--- src/rtl/dsram_arbiter.sv ---
// Data-SRAM arbiter between pipeline LSU (m0) and uncached/debug/DMA (m1).
// Round-robin with starvation cap, m1 lock and per-beat read-return tags.
module dsram_arbiter #(
  parameter int RD_LAT     = 1,
  parameter int STARVE_MAX = 4
) (
  input  logic        clk,
  input  logic        rst,
  input  logic        m0_req,
  input  logic [3:0]  m0_wen,
  input  logic [31:0] m0_addr,
  input  logic [31:0] m0_wdata,
  output logic        m0_gnt,
  output logic        m0_rvalid,
  output logic [31:0] m0_rdata,
  input  logic        m1_req,
  input  logic [3:0]  m1_wen,
  input  logic [31:0] m1_addr,
  input  logic [31:0] m1_wdata,
  input  logic        m1_lock,
  output logic        m1_gnt,
  output logic        m1_rvalid,
  output logic [31:0] m1_rdata,
  output logic        sram_en,
  output logic [3:0]  sram_wen,
  output logic [31:0] sram_addr,
  output logic [31:0] sram_wdata,
  input  logic [31:0] sram_rdata,
  output logic        stallreq
);

  localparam int SW = $clog2(STARVE_MAX + 1);
  localparam int T  = RD_LAT - 1;

  typedef enum logic {IDLE, OWN1_LOCK} state_e;

  state_e            state_q, state_d;
  logic              rr_q, rr_d;
  logic [SW-1:0]     starve_q, starve_d;
  logic [RD_LAT-1:0] tv_q, tv_d;
  logic [RD_LAT-1:0] to_q, to_d;
  logic              req0, req1, both, force0;
  logic              g0, g1, rd, pend0;

  // Requests are masked in reset so every output reads 0
  assign req0   = m0_req & rst;
  assign req1   = m1_req & rst;
  assign both   = req0 & req1;
  assign force0 = req0 & (starve_q == SW'(STARVE_MAX));

  always_comb begin
    g0 = 1'b0;
    g1 = 1'b0;
    unique case (state_q)
      OWN1_LOCK: begin
        if (force0)    g0 = 1'b1;
        else if (req1) g1 = 1'b1;
      end
      default: begin
        if (both) begin
          if (force0 || !rr_q) g0 = 1'b1;
          else                 g1 = 1'b1;
        end else begin
          g0 = req0;
          g1 = req1;
        end
      end
    endcase
  end

  // rr_q=1 means m1 is favoured on the next contended cycle
  always_comb begin
    state_d  = (g1 & m1_lock) ? OWN1_LOCK : IDLE;
    rr_d     = (both & (g0 | g1)) ? g0 : rr_q;
    starve_d = starve_q;
    if (g0 || !req0)
      starve_d = '0;
    else if (g1 && starve_q != SW'(STARVE_MAX))
      starve_d = starve_q + SW'(1);
  end

  assign rd = (g0 & ~|m0_wen) | (g1 & ~|m1_wen);

  always_comb begin
    tv_d    = '0;
    to_d    = '0;
    tv_d[0] = rd;
    to_d[0] = g1;
    for (int i = 1; i < RD_LAT; i++) begin
      tv_d[i] = tv_q[i-1];
      to_d[i] = to_q[i-1];
    end
    pend0 = 1'b0;
    for (int i = 0; i < T; i++)
      pend0 = pend0 | (tv_q[i] & ~to_q[i]);
  end

  always_ff @(posedge clk or negedge rst) begin
    if (!rst) begin
      state_q  <= IDLE;
      rr_q     <= 1'b0;
      starve_q <= '0;
      tv_q     <= '0;
      to_q     <= '0;
    end else begin
      state_q  <= state_d;
      rr_q     <= rr_d;
      starve_q <= starve_d;
      tv_q     <= tv_d;
      to_q     <= to_d;
    end
  end

  always_comb begin
    sram_en    = 1'b0;
    sram_wen   = '0;
    sram_addr  = '0;
    sram_wdata = '0;
    unique case (1'b1)
      g0: begin
        sram_en    = 1'b1;
        sram_wen   = m0_wen;
        sram_addr  = m0_addr;
        sram_wdata = m0_wdata;
      end
      g1: begin
        sram_en    = 1'b1;
        sram_wen   = m1_wen;
        sram_addr  = m1_addr;
        sram_wdata = m1_wdata;
      end
      default: ;
    endcase
  end

  assign m0_gnt    = g0;
  assign m1_gnt    = g1;
  assign m0_rvalid = tv_q[T] & ~to_q[T];
  assign m1_rvalid = tv_q[T] & to_q[T];
  assign m0_rdata  = m0_rvalid ? sram_rdata : '0;
  assign m1_rdata  = m1_rvalid ? sram_rdata : '0;
  assign stallreq  = (req0 & ~g0) | pend0;

endmodule

--- config.mk ---
export PLATFORM = sky130hd
export DESIGN_NAME = dsram_arbiter
export DESIGN_NICKNAME = d
export VERILOG_FILES = /design/src/rtl/dsram_arbiter.sv
export SDC_FILE = /design/constraint.sdc
export NUM_CORES = 1
export LEC_CHECK = 0
export CORE_AREA = 4 4 118 120
export CTS_CLUSTER_DIAMETER = 200
export DETAILED_ROUTE_END_ITERATION = 10
export DIE_AREA = 0 0 122 124
export PLACE_DENSITY = 0.67
export SLEW_MARGIN = 15
export SYNTH_ARGS = -nofsm -noshare
export SYNTH_HDL_FRONTEND = slang
export SYNTH_SLANG_ARGS = --single-unit
--- constraint.sdc ---
create_clock -name clk -period 2.3 [get_ports clk]
set_input_delay 0.345 -clock clk [delete_from_list [all_inputs] [get_ports clk]]
set_output_delay 0.345 -clock clk [all_outputs]
set_load 0.1 [all_outputs]
==> results.md, run 1 <==
* Status: complete, no violations
* DR vias/cell at 4.28
* WS Path Type: reg -> out
* Global routing usage on met2 at 29.3%
* Commonest cells in the netlist: a22o_1 (68), and2_1 (35), and3_1 (32), clkbuf_1 (9)
* # diodes at 0
* Worst Skew at 0.00263 ns
* Synth Net Count at 373
* Max H-tree Level at 1
* Post-synthesis sequential area ratio at 11.0%
* Post-synth ARST share at 100%
* Initial antenna violation count at 0
* Final hold slack at 0.246 ns
* WP data required at 1.96 ns
* Sequential cell fraction of total power at 5.9%
* Die Y at 124 um
* Register area at 175 um2
* Starting Density at 12.2%
* Multi-input gate area at 0.00151 mm2
* Yosys top cell by area: a22o_1
* TritonCTS clock tree: built
* Final wirelength at 13300 um
* DR vias at 2947
* Maxcap violations at 0
* Dpl ws at 0.0532 ns
* First-pass iteration count of the detailed router at 4
* Worst-Skew Late Latency at 0.23 ns
* Synth unique cells at 31
* Endpoints failing hold at 0
* Top_reg_cell synth: dfrtp_1
* M3 GR Usage at 4.86%
* Worst hold path type: in -> async
* Share of the synthesized area in the top cell type at 37.5%
* Syn Inst Count at 198
* GR Util All Layers at 15.6%
* Number of flops mapped to enable cells by yosys at 0
* Post-DP HPWL at 11200 um
* Combinational Power Share at 81.6%
* RSZ-0062 raised after global routing: true
* Critical-path top delay cell: dfrtp_1
* Port Buf Inserts at 310
* Met1 Use GR at 17.9%
* CP max FO at 17
* Antenna Nets Post-Route at 0
* P_int at 1200 uW
* Vias in the first global route at 3127
* Pin count of the biggest net entering global routing at 40
* Setup TNS at 0 ns
* Sw Pwr at 1160 uW
* PD cells at 348 mW/mm2
* Clock transition at the registers of the reported paths at 0.04 ns
* Worst IR Drop VDD at 0.250 mV
* Most common cell in the synthesized netlist: a22o_1
* Synth Warn # at 0
* Mapped Area at 0.00159 mm2
* Final setup viols at 0
* P&R area growth vs syn at 326%
* DP Area at 0.00641 mm2
* Final nets at 688
* Synth Area per Inst at 8.02 um2
* Total grt overflow at 0
* Slowest cell delay on critical path at 0.38 ns
* Startpoint Class: register
* CTS Root Cell: clkbuf_16
* Crit path DAT at 1.93 ns
* #FFs+latches synth at 7
* Average wire per standard cell at 19.4 um
* Clk buf depth at 2
* Fin. max-slew vios at 0
* Fin crit share at 98.9%
* Ports at 311
* Fill cells at 1096
* Grt peak-use layer: met2
* DRC viols at 0
* Leak at 0.00290 uW
* FMAX at 440 MHz
* First-pass GRT wire length at 18300 um
* DIE AREA at 0.0151 mm2
* Fin crit period at 2.27 ns
* Row cnt at 42
* Num CTS Buffers at 3
* Post-route design area at 0.00676 mm2
* Crit path top cell by count: buf_12
* Largest cells by area after synthesis: a22o_1 (38%), and2_1 (14%), and3_1 (13%)
* CTS sink count at 7
* Worst slew margin at 67.3%
* # placed instances at 676
* Crit-path cells: inv_2, ha_4, o2bb2ai_4, a31oi_4, buf_12, buf_12, a22o_2, buf_12
* Worst Tran Pin Value at 0.485 ns
* Hold buffer count at cts at 0
* Die Wd at 122 um
* DR iter-0 viols at 108
* Crit end category: primary output
* Clock power share at 12.4%
* Share of layout cells above drive strength 1 at 48.0%
* Non-filler cells, final at 688
* Core outline area at 0.0130 mm2
* Final Wtd Congestion at 0.767
* Final worst setup slack at 0.0254 ns
* Switching share of total power at 49.2%
==> cell families (layout without fill, tap and decap cells) <==
logic type	count (synthesis)	count (layout)	share of synthesized area, %
buf+inv	26	340	10.2
flops	7	7	11.0
mux	1	1	0.709
fa+ha+maj	2	2	1.58
compound gates	83	83	45.7
simple gates	79	79	30.8
==> layout by cell type (no fill, tap or decap), drive strengths merged, types with 2 or more instances in the layout <==
cell,instances
nand2,3
buf,160
nand3,2
clkdlybuf4s50,170
a22o,68
a21oi,5
a31oi,2
ha,2
inv,3
a21o,2
dfrtp,7
and3,32
o21ai,2
clkbuf,4
and2,35
==> metal layers <==
metal  wire length [um]  vias up
met1               4940     1367
met5                  0        -
met4                 95        0
li1                   -     1406
met2               7070      166
met3               1240        8
==> worst max-delay path: cells and delay by family (launching register included) <==
family | cells | cell delay [ns]
buf+inv | 4 | 0.58
flops | 1 | 0.38
compound gates | 3 | 0.57
fa+ha+maj | 1 | 0.17
==> flip-flops by register name, summed over array words and instances, names as in the netlist <==
register and count:
rr_q 1, starve_q 3, state_q 1, to_q 1, tv_q 1
==> cell type report <==
class,instances,share of cell area (%)
inverter,3,0.166
timing repair buffer,333,70.5
sequential,7,2.59
multi-input combinational,165,22.4
clock buffer,4,1.17
tap,176,3.26
==> metrics by stage <==
step,utilization [%],total power (uW)
2_1_floorplan,-,1150
3_3_place_gp,49.4,1980
3_5_place_dp,49.4,2000
4_1_cts,50.9,2330
5_1_grt,52.1,2420
6_report,52.1,2360
==> timing repair <==
item                                    in CTS  in global routing
buffers inserted                             3                  3
gates resized for setup                      7                 19
pin swaps                                    2                  4
gates cloned                                 2                  0
endpoints found under the setup margin      69                 69
==> worst paths after layout <==
path	startpoint	to	slack, ns	cells past startpoint
max	starve_q[0]$_DFFE_PN0P_	sram_wdata[3]	0.03	8
min	rst	to_q$_DFF_PN0_	0.25	2
max reg2reg	starve_q[0]$_DFFE_PN0P_	starve_q[2]$_DFFE_PN0P_	0.64	6
min reg2reg	rr_q$_DFFE_PN0P_	rr_q$_DFFE_PN0P_	0.67	2
max in group asynchronous	rst	starve_q[2]$_DFFE_PN0P_	1.94	2
min in group clk	rr_q$_DFFE_PN0P_	rr_q$_DFFE_PN0P_	0.67	2
==> power groups by stage <==
stage,logic [uW],clock network [uW],registers [uW]
2_1_floorplan,1010,0,139
3_3_place_gp,1840,0,139
3_5_place_dp,1860,0,139
4_1_cts,1890,297,140
5_1_grt,1980,306,141
6_report,1920,293,140
Note: power is estimated with default switching activity, not from simulation.
==> inputs of run 2 (changes only) <==
--- a/config.mk
+++ b/config.mk
@@ -5,11 +5,12 @@
 export SDC_FILE = /design/constraint.sdc
 export NUM_CORES = 1
 export LEC_CHECK = 0
-export CORE_AREA = 4 4 118 120
+export CORE_AREA = 2 2 120 122
 export CTS_CLUSTER_DIAMETER = 200
 export DETAILED_ROUTE_END_ITERATION = 10
 export DIE_AREA = 0 0 122 124
-export PLACE_DENSITY = 0.67
+export PLACE_DENSITY = 0.64
+export RECOVER_POWER = 100
 export SLEW_MARGIN = 15
 export SYNTH_ARGS = -nofsm -noshare
 export SYNTH_HDL_FRONTEND = slang
==> run 2 against run 1 <==
Routed wire length rose by 3.2%. Sequential power barely moved. Register-to-register slack barely moved. Via count rose by 3.6%. Non-clock buffer count rose by 2. Critical endpoint is now sram_addr[28]. Largest power group unchanged.
==> results.md, run 2 (same netlist as run 1, synthesis figures left out) <==
* Final Wtd Congestion at 0.871 (+14%)
* Hold buffer count at cts at 0 (unchanged)
* Row cnt at 43 (+2.4%)
* First-pass iteration count of the detailed router at 4 (unchanged)
* Share of layout cells above drive strength 1 at 48.4% (+0.40 points)
* TritonCTS clock tree: built
* Worst IR Drop VDD at 0.258 mV (+3.0%)
* Vias in the first global route at 3114 (-0.42%)
* Clock transition at the registers of the reported paths at 0.04 ns (about the same)
* DR iter-0 viols at 92 (-15%)
* Overall Power at 2370 uW (+0.70%)
* WP data required at 1.96 ns (about the same)
* Core outline area at 0.0137 mm2 (+5.7%)
* Port Buf Inserts at 310 (unchanged)
* Fin. max-slew vios at 0 (unchanged)
* Biggest register: starve_q
* Worst reg2reg path depth at 8 (+2)
* Post-DP HPWL at 11200 um (-0.45%)
* Endpoints failing hold at 0 (unchanged)
* DRC viols at 0 (unchanged)
* Setup TNS at 0 ns (unchanged)
* Leak at 0.00289 uW (-0.42%)
* Crit end category: primary output
* Antenna Nets Post-Route at 0 (unchanged)
* Worst hold path type: in -> async
* DR vias/cell at 4.40 (+2.7%)
* # placed instances at 677 (+0.15%)
* Maxcap violations at 0 (unchanged)
* First-pass GRT wire length at 18000 um (-1.7%)
* # diodes at 0 (unchanged)
* Die Y at 124 um (unchanged)
* P&R area growth vs syn at 322%
* Final setup viols at 0 (unchanged)
* Num CTS Buffers at 3 (unchanged)
* Crit path DAT at 1.95 ns (+0.02 ns)
* Total grt overflow at 0 (unchanged)
* CP max FO at 32 (+15)
* Ports at 311 (unchanged)
* Pin count of the biggest net entering global routing at 62 (+55%)
* DP Area at 0.00636 mm2 (-0.66%)
* Reg2reg end: tv_q$_DFF_PN0_
* Final worst setup slack at 0.00719 ns (-0.0182 ns)
* Most frequent cells in the layout: clkdlybuf4s50_1 (170), buf_12 (134), a22o_2 (51)
* Final nets at 690 (+0.29%)
* Starting Density at 11.6% (-0.66 points)
* Startpoint Class: register
* RSZ-0062 raised after global routing: true
* Worst Tran Pin Value at 0.552 ns (+0.0669 ns)
* Clk buf depth at 2 (unchanged)
* Status: complete, no violations
* Non-filler cells, final at 694 (+0.87%)
* Worst slew margin at 63.3% (-4.0 points)
* Final wirelength at 13800 um (+3.2%)
* DIE AREA at 0.0151 mm2 (unchanged)
* WS Path Type: reg -> out
* FMAX at 436 MHz (-0.79%)
* DR vias at 3052 (+3.6%)
* CTS sink count at 7 (unchanged)
* R2R Setup Slk at 0.63 ns (about the same)
* CTS Root Cell: clkbuf_16
* Fin crit period at 2.29 ns (+0.0182 ns)
* Dpl ws at -0.00927 ns (-0.0625 ns)
* Worst-Skew Late Latency at 0.23 ns (about the same)
* Average wire per standard cell at 19.8 um (+2.3%)
* CP endpoint: sram_addr[28]
* R2R Path Start: starve_q[1]$_DFFE_PN0P_
* Post-route design area at 0.00670 mm2 (-0.96%)
* PD cells at 354 mW/mm2 (+1.7%)
* Die Wd at 122 um (unchanged)
* Fin crit share at 99.7% (+0.79 points)
* Critical path launch point: starve_q[1]$_DFFE_PN0P_
* Max H-tree Level at 1 (unchanged)
* Largest register FFs at 3 (unchanged)
* Worst Skew at 0.00106 ns (-0.00158 ns)
* Initial antenna violation count at 0 (unchanged)
* GR Util All Layers at 15.5% (-0.083 points)
* Commonest non-fill, non-tap cell in the layout: clkdlybuf4s50_1
-- run 2: changes by cell type in the layout (fill, tap and decap cells not counted), moves of 2 or more --
cell	change
a22o_4	-2
buf_12	-9
clkbuf_16	+3
buf_4	-6
buf_6	+2
a22o_2	+3
clkbuf_2	+5
clkbuf_4	+2
buf_2	+3
-- run 2: worst min-delay path by stage --
| stage | end | startpoint |
|---|---|---|
| global placement | starve_q[0]$_DFFE_PN0P_ | starve_q[0]$_DFFE_PN0P_ |
| CTS | tv_q$_DFF_PN0_ | rst |
| finish | rr_q$_DFFE_PN0P_ | rst |
| global route | rr_q$_DFFE_PN0P_ | rst |
| floorplan | rr_q$_DFFE_PN0P_ | rst |
| detailed placement | starve_q[1]$_DFFE_PN0P_ | starve_q[1]$_DFFE_PN0P_ |
-- run 2: worst max-delay path, cell delays in order (launching register included) --
cell and delay, ns:
dfrtp_1 0.39, inv_2 0.09, ha_4 0.16, o2bb2ai_4 0.14, a31oi_4 0.10, buf_4 0.15, buf_12 0.16, a22o_2 0.32
buf_12 0.17
-- run 2: cell type report --
type / count / area (um2)
Sequential cell: 7 / 175
Fill cell: 1219 / 7020
Multi-Input combinational cell: 165 / 1500
Timing Repair Buffer: 335 / 4710
Tap cell: 180 / 225
Clock buffer: 4 / 78.8
Inverter: 3 / 11.3
-- run 2: through the flow --
step                      hold slack [ns]  utilization (%)
after floorplan                    0.0494                -
after global placement              0.562             46.4
after detailed placement            0.580             46.4
after CTS                           0.237             47.5
after global routing                0.255             48.8
final                               0.241             48.8
-- run 2: repair_timing --
action,4_1_cts,5_1_grt
gates cloned,1,4
gates resized for setup,8,21
setup buffers,3,5
setup endpoints to repair,62,69
pin swaps,1,5
-- run 2: metal layers --
metal | GRT usage, % | routed length (um) | up-vias
li1 | - | - | 1413
met4 | 2.16 | 192 | 0
met3 | 5.36 | 1480 | 17
met5 | 0 | 0 | -
met1 | 16.8 | 4740 | 1408
met2 | 29.6 | 7360 | 214
-- run 2: report_power, final --
group	switching, uW	total [uW]	internal, uW	leakage, uW
sequential	11.2	142	131	0.0000935
clock	61.4	292	230	0.0000382
combinational	1100	1940	839	0.00275
